[config.mk]
export PLATFORM = sky130hd
export DESIGN_NAME = ula_mantissa_seq_flat
export DESIGN_NICKNAME = d
export VERILOG_FILES = /design/src/rtl/ula_mantissa_seq_if.sv /design/src/rtl/ula_mantissa_seq.sv /design/src/flat_wrapper.sv
export SDC_FILE = /design/constraint.sdc
export NUM_CORES = 1
export LEC_CHECK = 0
export CAP_MARGIN = 10
export CELL_PAD_IN_SITES_DETAIL_PLACEMENT = 0
export CELL_PAD_IN_SITES_GLOBAL_PLACEMENT = 2
export CORE_UTILIZATION = 37
export CTS_CLUSTER_SIZE = 20
export DETAILED_ROUTE_END_ITERATION = 6
export PLACE_DENSITY = 0.83
export SLEW_MARGIN = 20
export SYNTH_ARGS = -nofsm -noshare
export SYNTH_HDL_FRONTEND = slang
export SYNTH_SLANG_ARGS = --single-unit
[constraint.sdc]
create_clock -name clk -period 7.6 [get_ports clk]
set_input_delay 0.76 -clock clk [delete_from_list [all_inputs] [get_ports clk]]
set_output_delay 0.76 -clock clk [all_outputs]
set_load 0.03 [all_outputs]
[src/rtl/ula_mantissa_seq_if.sv]
// Start/busy/finish handshake bundle for the sequential mantissa ALU.
interface ula_mantissa_seq_if #(
  parameter int WIDTH = 24
);
  logic               start;
  logic [1:0]         op;
  logic [WIDTH-1:0]   a;
  logic [WIDTH-1:0]   b;
  logic [2*WIDTH-1:0] dout;
  logic               c_out;
  logic               busy;
  logic               finish;

  modport master (
    output start, op, a, b,
    input  dout, c_out, busy, finish
  );

  modport slave (
    input  start, op, a, b,
    output dout, c_out, busy, finish
  );
endinterface

[src/rtl/ula_mantissa_seq.sv]
// Sequential mantissa ALU: single-cycle add/sub, radix-2^BITS_PER_CYCLE
// shift-and-add multiply producing the full 2*WIDTH product.
module ula_mantissa_seq #(
  parameter int WIDTH          = 24,
  parameter int BITS_PER_CYCLE = 1
) (
  input logic                clk,
  input logic                rst,
  ula_mantissa_seq_if.slave  bus
);

  localparam int K  = WIDTH / BITS_PER_CYCLE;
  localparam int CW = (K > 1) ? $clog2(K) : 1;

  typedef enum logic [1:0] {
    S_IDLE = 2'd0,
    S_ADD  = 2'd1,
    S_MUL  = 2'd2,
    S_DONE = 2'd3
  } state_t;

  state_t             state_q, state_d;
  logic [WIDTH-1:0]   a_q, a_d;
  logic [WIDTH-1:0]   b_q, b_d;
  logic [1:0]         op_q, op_d;
  logic [2*WIDTH-1:0] mcand_q, mcand_d;
  logic [2*WIDTH-1:0] acc_q, acc_d;
  logic [2*WIDTH-1:0] dout_q, dout_d;
  logic               c_out_q, c_out_d;
  logic [CW-1:0]      cnt_q, cnt_d;

  logic               accept;
  logic [WIDTH:0]     sum;
  logic [WIDTH-1:0]   diff;
  logic [2*WIDTH-1:0] digit_ext;
  logic [2*WIDTH-1:0] partial;

  // Next-state, datapath and result loading.
  // The multiplier is shifted right and the multiplicand left each cycle,
  // so the (cnt*BITS_PER_CYCLE) alignment never needs a barrel shifter.
  always_comb begin
    state_d   = state_q;
    a_d       = a_q;
    b_d       = b_q;
    op_d      = op_q;
    mcand_d   = mcand_q;
    acc_d     = acc_q;
    dout_d    = dout_q;
    c_out_d   = c_out_q;
    cnt_d     = cnt_q;
    accept    = bus.start && ((state_q == S_IDLE) || (state_q == S_DONE));
    sum       = {1'b0, a_q} + {1'b0, b_q};
    diff      = a_q - b_q;
    digit_ext = {{(2*WIDTH-BITS_PER_CYCLE){1'b0}}, a_q[BITS_PER_CYCLE-1:0]};
    partial   = mcand_q * digit_ext;

    case (state_q)
      S_ADD: begin
        case (op_q)
          2'b00: begin
            dout_d  = {{(WIDTH-1){1'b0}}, sum};
            c_out_d = sum[WIDTH];
          end
          2'b01: begin
            dout_d  = {{WIDTH{1'b0}}, diff};
            c_out_d = (a_q < b_q);
          end
          default: begin
            dout_d  = '0;
            c_out_d = 1'b0;
          end
        endcase
        state_d = S_DONE;
      end
      S_MUL: begin
        acc_d   = acc_q + partial;
        mcand_d = mcand_q << BITS_PER_CYCLE;
        a_d     = a_q >> BITS_PER_CYCLE;
        cnt_d   = cnt_q + CW'(1);
        if (cnt_q == CW'(K - 1)) begin
          dout_d  = acc_d;
          c_out_d = 1'b0;
          state_d = S_DONE;
        end
      end
      S_DONE:  state_d = S_IDLE;
      default: state_d = S_IDLE;
    endcase

    if (accept) begin
      a_d     = bus.a;
      b_d     = bus.b;
      op_d    = bus.op;
      acc_d   = '0;
      cnt_d   = '0;
      mcand_d = {{WIDTH{1'b0}}, bus.b};
      state_d = (bus.op == 2'b10) ? S_MUL : S_ADD;
    end
  end

  // State and datapath registers, cleared asynchronously.
  always_ff @(posedge clk or posedge rst) begin
    if (rst) begin
      state_q <= S_IDLE;
      a_q     <= '0;
      b_q     <= '0;
      op_q    <= '0;
      mcand_q <= '0;
      acc_q   <= '0;
      dout_q  <= '0;
      c_out_q <= 1'b0;
      cnt_q   <= '0;
    end else begin
      state_q <= state_d;
      a_q     <= a_d;
      b_q     <= b_d;
      op_q    <= op_d;
      mcand_q <= mcand_d;
      acc_q   <= acc_d;
      dout_q  <= dout_d;
      c_out_q <= c_out_d;
      cnt_q   <= cnt_d;
    end
  end

  assign bus.dout   = dout_q;
  assign bus.c_out  = c_out_q;
  assign bus.busy   = (state_q == S_ADD) || (state_q == S_MUL);
  assign bus.finish = (state_q == S_DONE);

endmodule

[src/flat_wrapper.sv]
// flat-port wrapper written by rule: the top's interface ports become plain ports
module ula_mantissa_seq_flat 
#(
  parameter int WIDTH          = 24,
  parameter int BITS_PER_CYCLE = 1
)
  (clk, rst, bus_start, bus_op, bus_a, bus_b, bus_dout, bus_c_out, bus_busy, bus_finish);
  ula_mantissa_seq_if #(.WIDTH(WIDTH)) bus_i ();
  input logic clk;
  input logic rst;
  input wire logic [$bits(bus_i.start)-1:0] bus_start;
  input wire logic [$bits(bus_i.op)-1:0] bus_op;
  input wire logic [$bits(bus_i.a)-1:0] bus_a;
  input wire logic [$bits(bus_i.b)-1:0] bus_b;
  output wire logic [$bits(bus_i.dout)-1:0] bus_dout;
  output wire logic [$bits(bus_i.c_out)-1:0] bus_c_out;
  output wire logic [$bits(bus_i.busy)-1:0] bus_busy;
  output wire logic [$bits(bus_i.finish)-1:0] bus_finish;
  assign bus_i.start = bus_start;
  assign bus_i.op = bus_op;
  assign bus_i.a = bus_a;
  assign bus_i.b = bus_b;
  assign bus_dout = bus_i.dout;
  assign bus_c_out = bus_i.c_out;
  assign bus_busy = bus_i.busy;
  assign bus_finish = bus_i.finish;
  ula_mantissa_seq #(.WIDTH(WIDTH), .BITS_PER_CYCLE(BITS_PER_CYCLE)) u_core (.clk(clk), .rst(rst), .bus(bus_i));
endmodule
==> results.json, run 1 <==
{
  "drc": 0,
  "status": "finished, final reports clean",
  "clkSinkCount": 202,
  "crit_path_max_fanout": 48,
  "hpwl_um": 26400,
  "fmax_mhz": 246,
  "cp_common_cell": "a21oi_1",
  "htreeDepth": 1,
  "worstHoldPathType": "reg2reg",
  "clk_pin_slew_ns": 0.06,
  "total_leakage_power_nw": 6.90,
  "worstHoldStart": "u_core.bus.dout[45]",
  "r2r_start": "u_core.a_q[0]",
  "yosysUniqueCellTypes": 80,
  "maxCapViolCount": 0,
  "ant_nets": 0,
  "cp_slowest_cell": "fa_1",
  "grt_max_degree": 111,
  "portBuffers": 103,
  "grt_pass1_wl_um": 58600,
  "period_share_pct": 53.4,
  "design_area_mm2": 0.0156,
  "drt-total-wl_um": 36400,
  "ios": 104,
  "antenna_found_initial": 0,
  "routed_via_density": 5.32,
  "max-slew-margin-rel_pct": 27.7,
  "worstSetupPathType": "reg2reg",
  "fin_nets": 1732,
  "synth-main-ff-cell": "dfrtp_1",
  "endpoint_kind": "register",
  "insertion_delay_ns": 0.54,
  "cts-buffers-inserted": 25,
  "async_flop_share_pct": 100,
  "yosysSeqAreaShare_pct": 37.9,
  "synth_area_mm2": 0.0133,
  "tightest_slew_ns": 1.08,
  "track_usage_pct": 20.0,
  "netlist_instances": 1521,
  "vias": 10900,
  "cts_setup_buffers": 0,
  "overflow": 0,
  "num_antenna_cells": 0,
  "gp_congestion": 0.880,
  "cts_hold_buffers": 0,
  "root_buffer": "clkbuf_16",
  "setup_viol": 0,
  "fin_ws_ns": 3.54,
  "drt_iter0_drc": 548,
  "placed_cell_area_mm2": 0.0147,
  "vdd_ir_drop_max_mv": 0.223,
  "critPathTopFamily": "compound AO/OA/AOI/OAI gates",
  "slew_violations": 0,
  "synth_edf_count": 0,
  "rsz0062_at_grt": "no",
  "slowest_delay_ns": 0.43,
  "grt_pass1_vias": 10700,
  "area_delta_synth_final_pct": 16.6,
  "cp-startpoint": "u_core.a_q[0]",
  "fin_tns_setup_ns": 0,
  "path_cells": "buf_4, and2_1, ha_1, fa_1, a211oi_1, o21bai_2, a21oi_1, a21oi_1, o21a_1, o32ai_2, o31ai_1, mux2i_1, o31ai_1, a21oi_1",
  "wl_per_cell_um": 17.7,
  "drive_gt1_share_pct": 5.52,
  "initial_core_util_pct": 37.6,
  "finClkSkew_ns": 0.0146,
  "start_kind": "register",
  "layout_min_cycle_time_ns": 4.06,
  "die_w_um": 192,
  "cts_max_path_buffers": 3,
  "finalHoldViolations": 0,
  "postCtsResizedCells": 0,
  "ys_ff_latch": 202,
  "fillers": 3537,
  "drt_pre_antenna_iters": 5,
  "cp.arrival_ns": 4.42,
  "cts_tree": "done",
  "row_count": 69,
  "p_per_area_mw_per_mm2": 449,
  "hold_ws_ns": 0.477,
  "yosys_warnings": 0,
  "core_area_mm2": 0.0355,
  "syn-num-nets": 1675,
  "dieArea_mm2": 0.0368,
  "die_h_um": 192,
  "required_ns": 7.96,
  "syn_area_per_cell_um2": 8.77,
  "crit_buf_inv": 1,
  "pre_cts_ws_ns": 3.55
}
cell usage after synthesis (all sizes together) (5+ instances only):
cell type,n,area [um2]
a211oi,6,55.1
a21o,26,196
a21oi,116,584
a22o,7,61.3
a22oi,8,60.1
a31oi,15,93.8
and2,52,327
and3,5,31.3
buf,12,53.8
clkbuf,73,275
dfrtp,202,5050
ha,98,1230
inv,57,214
mux2i,94,941
nand2,184,693
nand2b,8,50.1
nand3,21,105
nand4,15,93.8
nor2,133,502
nor2b,15,93.8
nor3,17,95.1
o211ai,8,60.1
o21a,9,67.6
o21ai,162,811
o21bai,13,101
o221ai,9,78.8
o22ai,7,43.8
o31ai,8,65.1
o41ai,5,43.8
or2,7,43.8
or3,5,32.5
xnor2,43,377
xor2,23,201
stage by stage:
| stage | utilization, % | total power [mW] | instances |
|---|---|---|---|
| global placement | 41.6 | 5.78 | 2012 |
| detailed placement | 41.6 | 5.82 | 2012 |
| global route | 43.8 | 7.55 | 2055 |
| finish | 43.8 | 6.98 | 2055 |
| CTS | 43.8 | 7.04 | 2055 |
| floorplan | - | 4.61 | 1521 |
placed cells by master (no fill, tap or decap), types with 9 or more instances in the layout:
master,n
o21bai_1,12
a21o_1,25
nor2_1,132
xnor2_1,43
nor3_1,15
o21ai_0,158
ha_1,97
mux2i_1,94
o21a_1,9
a31oi_1,15
and2_1,50
nand2_1,182
a21oi_1,114
buf_4,11
xor2_1,23
nand3_1,21
nor2b_1,15
clkbuf_16,25
clkdlybuf4s50_1,103
nand4_1,15
dfrtp_1,202
o221ai_1,9
inv_1,56
cells by family (layout without fill, tap and decap cells):
| kind of cell | Yosys count | after routing | synth area share [%] |
|---|---|---|---|
| and+or+nand+nor | 475 | 475 | 16.3 |
| AOI/OAI and AO/OA | 441 | 441 | 20.7 |
| DFF | 202 | 202 | 37.9 |
| buffers and inverters | 142 | 215 | 4.07 |
| adders and majority gates | 101 | 101 | 9.64 |
| muxes | 94 | 94 | 7.05 |
| xor gates and xnor gates | 66 | 66 | 4.33 |
layer usage:
metal  track usage, %  vias to the layer above  share of wire, %  routed length [um]
li1                 -                     5476                 -                   -
met4             4.55                        0               2.1                 767
met1             28.5                     5221                49               17800
met2             32.6                      189                46               16800
met5                0                        -                 0                   0
met3             2.01                       46               3.1                1110
state kept, by name (all words and copies together) (netlist names):
signal	count
u_core.state_q	2
u_core.b_q	24
u_core.mcand_q	48
u_core.cnt_q	5
u_core.bus.c_out	1
u_core.acc_q	48
u_core.bus.dout	48
u_core.a_q	24
u_core.op_q	2
area by class of cell:
class	count	area [um2]	area share [%]
Multi-Input combinational cell	1177	7760	49.9
Sequential cell	202	5050	32.5
Timing Repair Buffer	115	1130	7.29
Clock buffer	33	696	4.47
Tap cell	461	577	3.71
Inverter	57	221	1.42
Clock inverter	10	114	0.732
path summary, 6_finish.rpt:
| check | end | slack (ns) | cells past startpoint |
|---|---|---|---|
| min reg2reg | u_core.bus.dout[45] | 0.48 | 1 |
| max reg2reg | u_core.acc_q[46] | 3.54 | 14 |
| min | u_core.bus.dout[45] | 0.48 | 1 |
| max | u_core.acc_q[46] | 3.54 | 14 |
| min in group asynchronous | u_core.bus.dout[25] | 0.76 | 2 |
| max in group asynchronous | u_core.mcand_q[34] | 5.44 | 3 |
power by group:
part	switching, mW	total (mW)	internal [mW]
Combinational	2.55	4.05	1.50
Clock	0.476	1.19	0.709
Sequential	0.284	1.74	1.46
Note: power is estimated with default switching activity, not from simulation.
==> inputs of run 2 (changes only) <==
Settings changed: CORE_UTILIZATION 37 to 33, PLACE_DENSITY 0.83 to 0.79.
Clock period 7.6 ns to 3.6 ns, I/O delays scaled along.
==> run 2 against run 1 <==
Net effect:
- worst hold slack lost 0.14 ns
- largest power group unchanged
- global-route usage decreased by 1.2 points
- largest cell class unchanged
- maximum frequency grew 14%
==> results.json, run 2 (synthesis results as in run 1) <==
{
  "slowest_delay_ns": 0.44,
  "num_antenna_cells": 0,
  "endpoint": "u_core.bus.dout[21]",
  "routed_via_density": 5.12,
  "swShare_pct": 47.1,
  "wl_per_cell_um": 17.7,
  "required_ns": 4.03,
  "fmax_mhz": 282,
  "p_per_area_mw_per_mm2": 945,
  "r2r_start": "u_core.a_q[0]",
  "row_count": 73,
  "status": "finished, final reports clean",
  "pwr-share-seq_pct": 24.0,
  "fillers": 4111,
  "switchingPower_mw": 7.37,
  "portBuffers": 103,
  "vias": 11200,
  "design_area_mm2": 0.0165,
  "setup_viol": 0,
  "start_kind": "register",
  "layout_commonest_cell": "dfrtp_1",
  "rsz0062_at_grt": "yes",
  "dieArea_mm2": 0.0412,
  "clkSinkCount": 202,
  "die_w_um": 203,
  "tightest_slew_ns": 1.12,
  "cp-startpoint": "u_core.a_q[0]",
  "fin_nets": 1803,
  "slew_violations": 0,
  "power_frac_comb_pct": 60.2,
  "endpoint_kind": "register",
  "seqCellArea_mm2": 0.00506,
  "worstHoldPathType": "in2async",
  "drive_gt1_share_pct": 12.2,
  "finClkSkew_ns": 0.0459,
  "cp_slowest_cell": "dfrtp_2",
  "core_area_mm2": 0.0398,
  "drc": 0,
  "finalHoldViolations": 0,
  "worstSetupPathType": "reg2reg",
  "cts-buffers-inserted": 24,
  "cp.arrival_ns": 3.98,
  "ant_nets": 0,
  "cts_tree": "done",
  "track_usage_pct": 18.8,
  "fin_tns_setup_ns": 0,
  "antenna_found_initial": 0,
  "path_cells": "buf_6, buf_4, inv_1, ha_1, nor2b_1, o31a_1, o21a_1, o31ai_4, o31ai_1, a311o_1, a2111o_1, o311ai_1, xor2_1, o21ai_1",
  "hpwl_um": 28700,
  "period_share_pct": 98.5,
  "cts_max_path_buffers": 3,
  "gp_congestion": 0.865,
  "worstRegToRegCells": 14,
  "layout_min_cycle_time_ns": 3.55,
  "total_leakage_power_nw": 7.31,
  "grt_pass1_wl_um": 62300,
  "r2r_setup_slack_ns": 0.05,
  "root_buffer": "clkbuf_16",
  "clk_pin_slew_ns": 0.06,
  "mostFrequentLayoutCells": "dfrtp_1 (201), nand2_1 (178), o21ai_0 (152)",
  "drt_iter0_drc": 578,
  "r2r-end": "u_core.bus.dout[21]",
  "drt-total-wl_um": 38800,
  "clock_power_share_pct": 15.8,
  "vdd_ir_drop_max_mv": 0.454,
  "maxCapViolCount": 0,
  "multi_input_area_mm2": 0.00806,
  "area_delta_synth_final_pct": 24.0,
  "max-slew-margin-rel_pct": 25.3,
  "placed_cell_area_mm2": 0.0153,
  "grt_max_degree": 158,
  "crit_path_max_fanout": 4,
  "initial_core_util_pct": 33.5,
  "overflow": 0,
  "p_int_mw": 8.27,
  "insertion_delay_ns": 0.57,
  "p_total_mw": 15.6,
  "grt_pass1_vias": 11200,
  "drt_pre_antenna_iters": 5,
  "die_h_um": 203,
  "htreeDepth": 1,
  "ios": 104
}
==> run 2: changes by cell type in the layout (fill, tap and decap cells not counted), moves of 3 or more <==
cell | previous run | this run
buf_4 | 11 | 76
and2_1 | 50 | 45
and2_4 | 1 | 6
ha_1 | 97 | 85
o21ai_1 | 4 | 9
ha_4 | 1 | 10
ha_2 | 0 | 3
nand2_2 | 2 | 5
o21ai_0 | 158 | 152
clkbuf_8 | 4 | 7
nand2_1 | 182 | 178
buf_12 | 1 | 5
==> run 2: worst min-delay path by stage <==
stage / endpoint / slack, ns / depth (start not counted)
2_1_floorplan: u_core.acc_q[35] / 0.46 / 2
3_3_place_gp: u_core.bus.dout[33] / 0.46 / 2
3_5_place_dp: u_core.bus.dout[45] / 0.47 / 1
4_1_cts: u_core.a_q[11] / 0.31 / 3
5_1_grt: u_core.a_q[19] / 0.35 / 3
6_report: u_core.mcand_q[21] / 0.33 / 3
==> run 2: repair_timing <==
| item | 4_1_cts | 5_1_grt |
|---|---|---|
| pin swaps | 5 | 25 |
| gates cloned | 0 | 1 |
| resized for setup | 12 | 52 |
| setup endpoints to repair | 6 | 28 |
| hold buffers | 0 | 0 |
| setup buffers | 3 | 7 |
==> run 2: layer usage <==
metal	global-route usage [%]	wire length, um
met1	26.3	18800
met2	31.2	18200
met3	1.89	1030
met4	4.11	817
met5	0	0
==> run 2: cell type report <==
class | instances | area share [%]
well taps | 525 | 3.97
clock buffers | 35 | 4.30
repair buffers | 187 | 10.6
multi-input cells | 1177 | 48.7
clock inverters | 8 | 0.560
inverters | 57 | 1.32
flip-flops and latches | 202 | 30.6
==> run 2: worst max-delay path, delay by kind of cell (launching register included) <==
| family | cells | cell delay [ns] |
|---|---|---|
| compound gates | 8 | 2.07 |
| xor+xnor | 1 | 0.30 |
| fa+ha+maj | 1 | 0.19 |
| buf+inv | 3 | 0.32 |
| flops | 1 | 0.44 |
| simple gates | 1 | 0.07 |
==> run 2: power by group through the flow <==
| stage | logic [mW] | clock network [mW] | registers [mW] |
|---|---|---|---|
| 6_report | 9.41 | 2.47 | 3.75 |
| 4_1_cts | 9.15 | 2.54 | 3.75 |
| 3_3_place_gp | 8.94 | 0 | 3.76 |
| 2_1_floorplan | 5.91 | 0 | 3.83 |
| 5_1_grt | 10.4 | 2.62 | 3.86 |
| 3_5_place_dp | 9.01 | 0 | 3.77 |
==> run 2: metrics by stage <==
step,setup slack (ns),std cells,hold WS [ns],util [%]
finish,0.0533,2191,0.332,41.5
global route,-0.0316,2191,0.353,41.5
floorplan,0.0439,1521,0.456,-
CTS,0.00243,2183,0.313,40.7
global placement,-0.00409,2137,0.462,38.5
detailed placement,-0.0623,2137,0.470,38.5
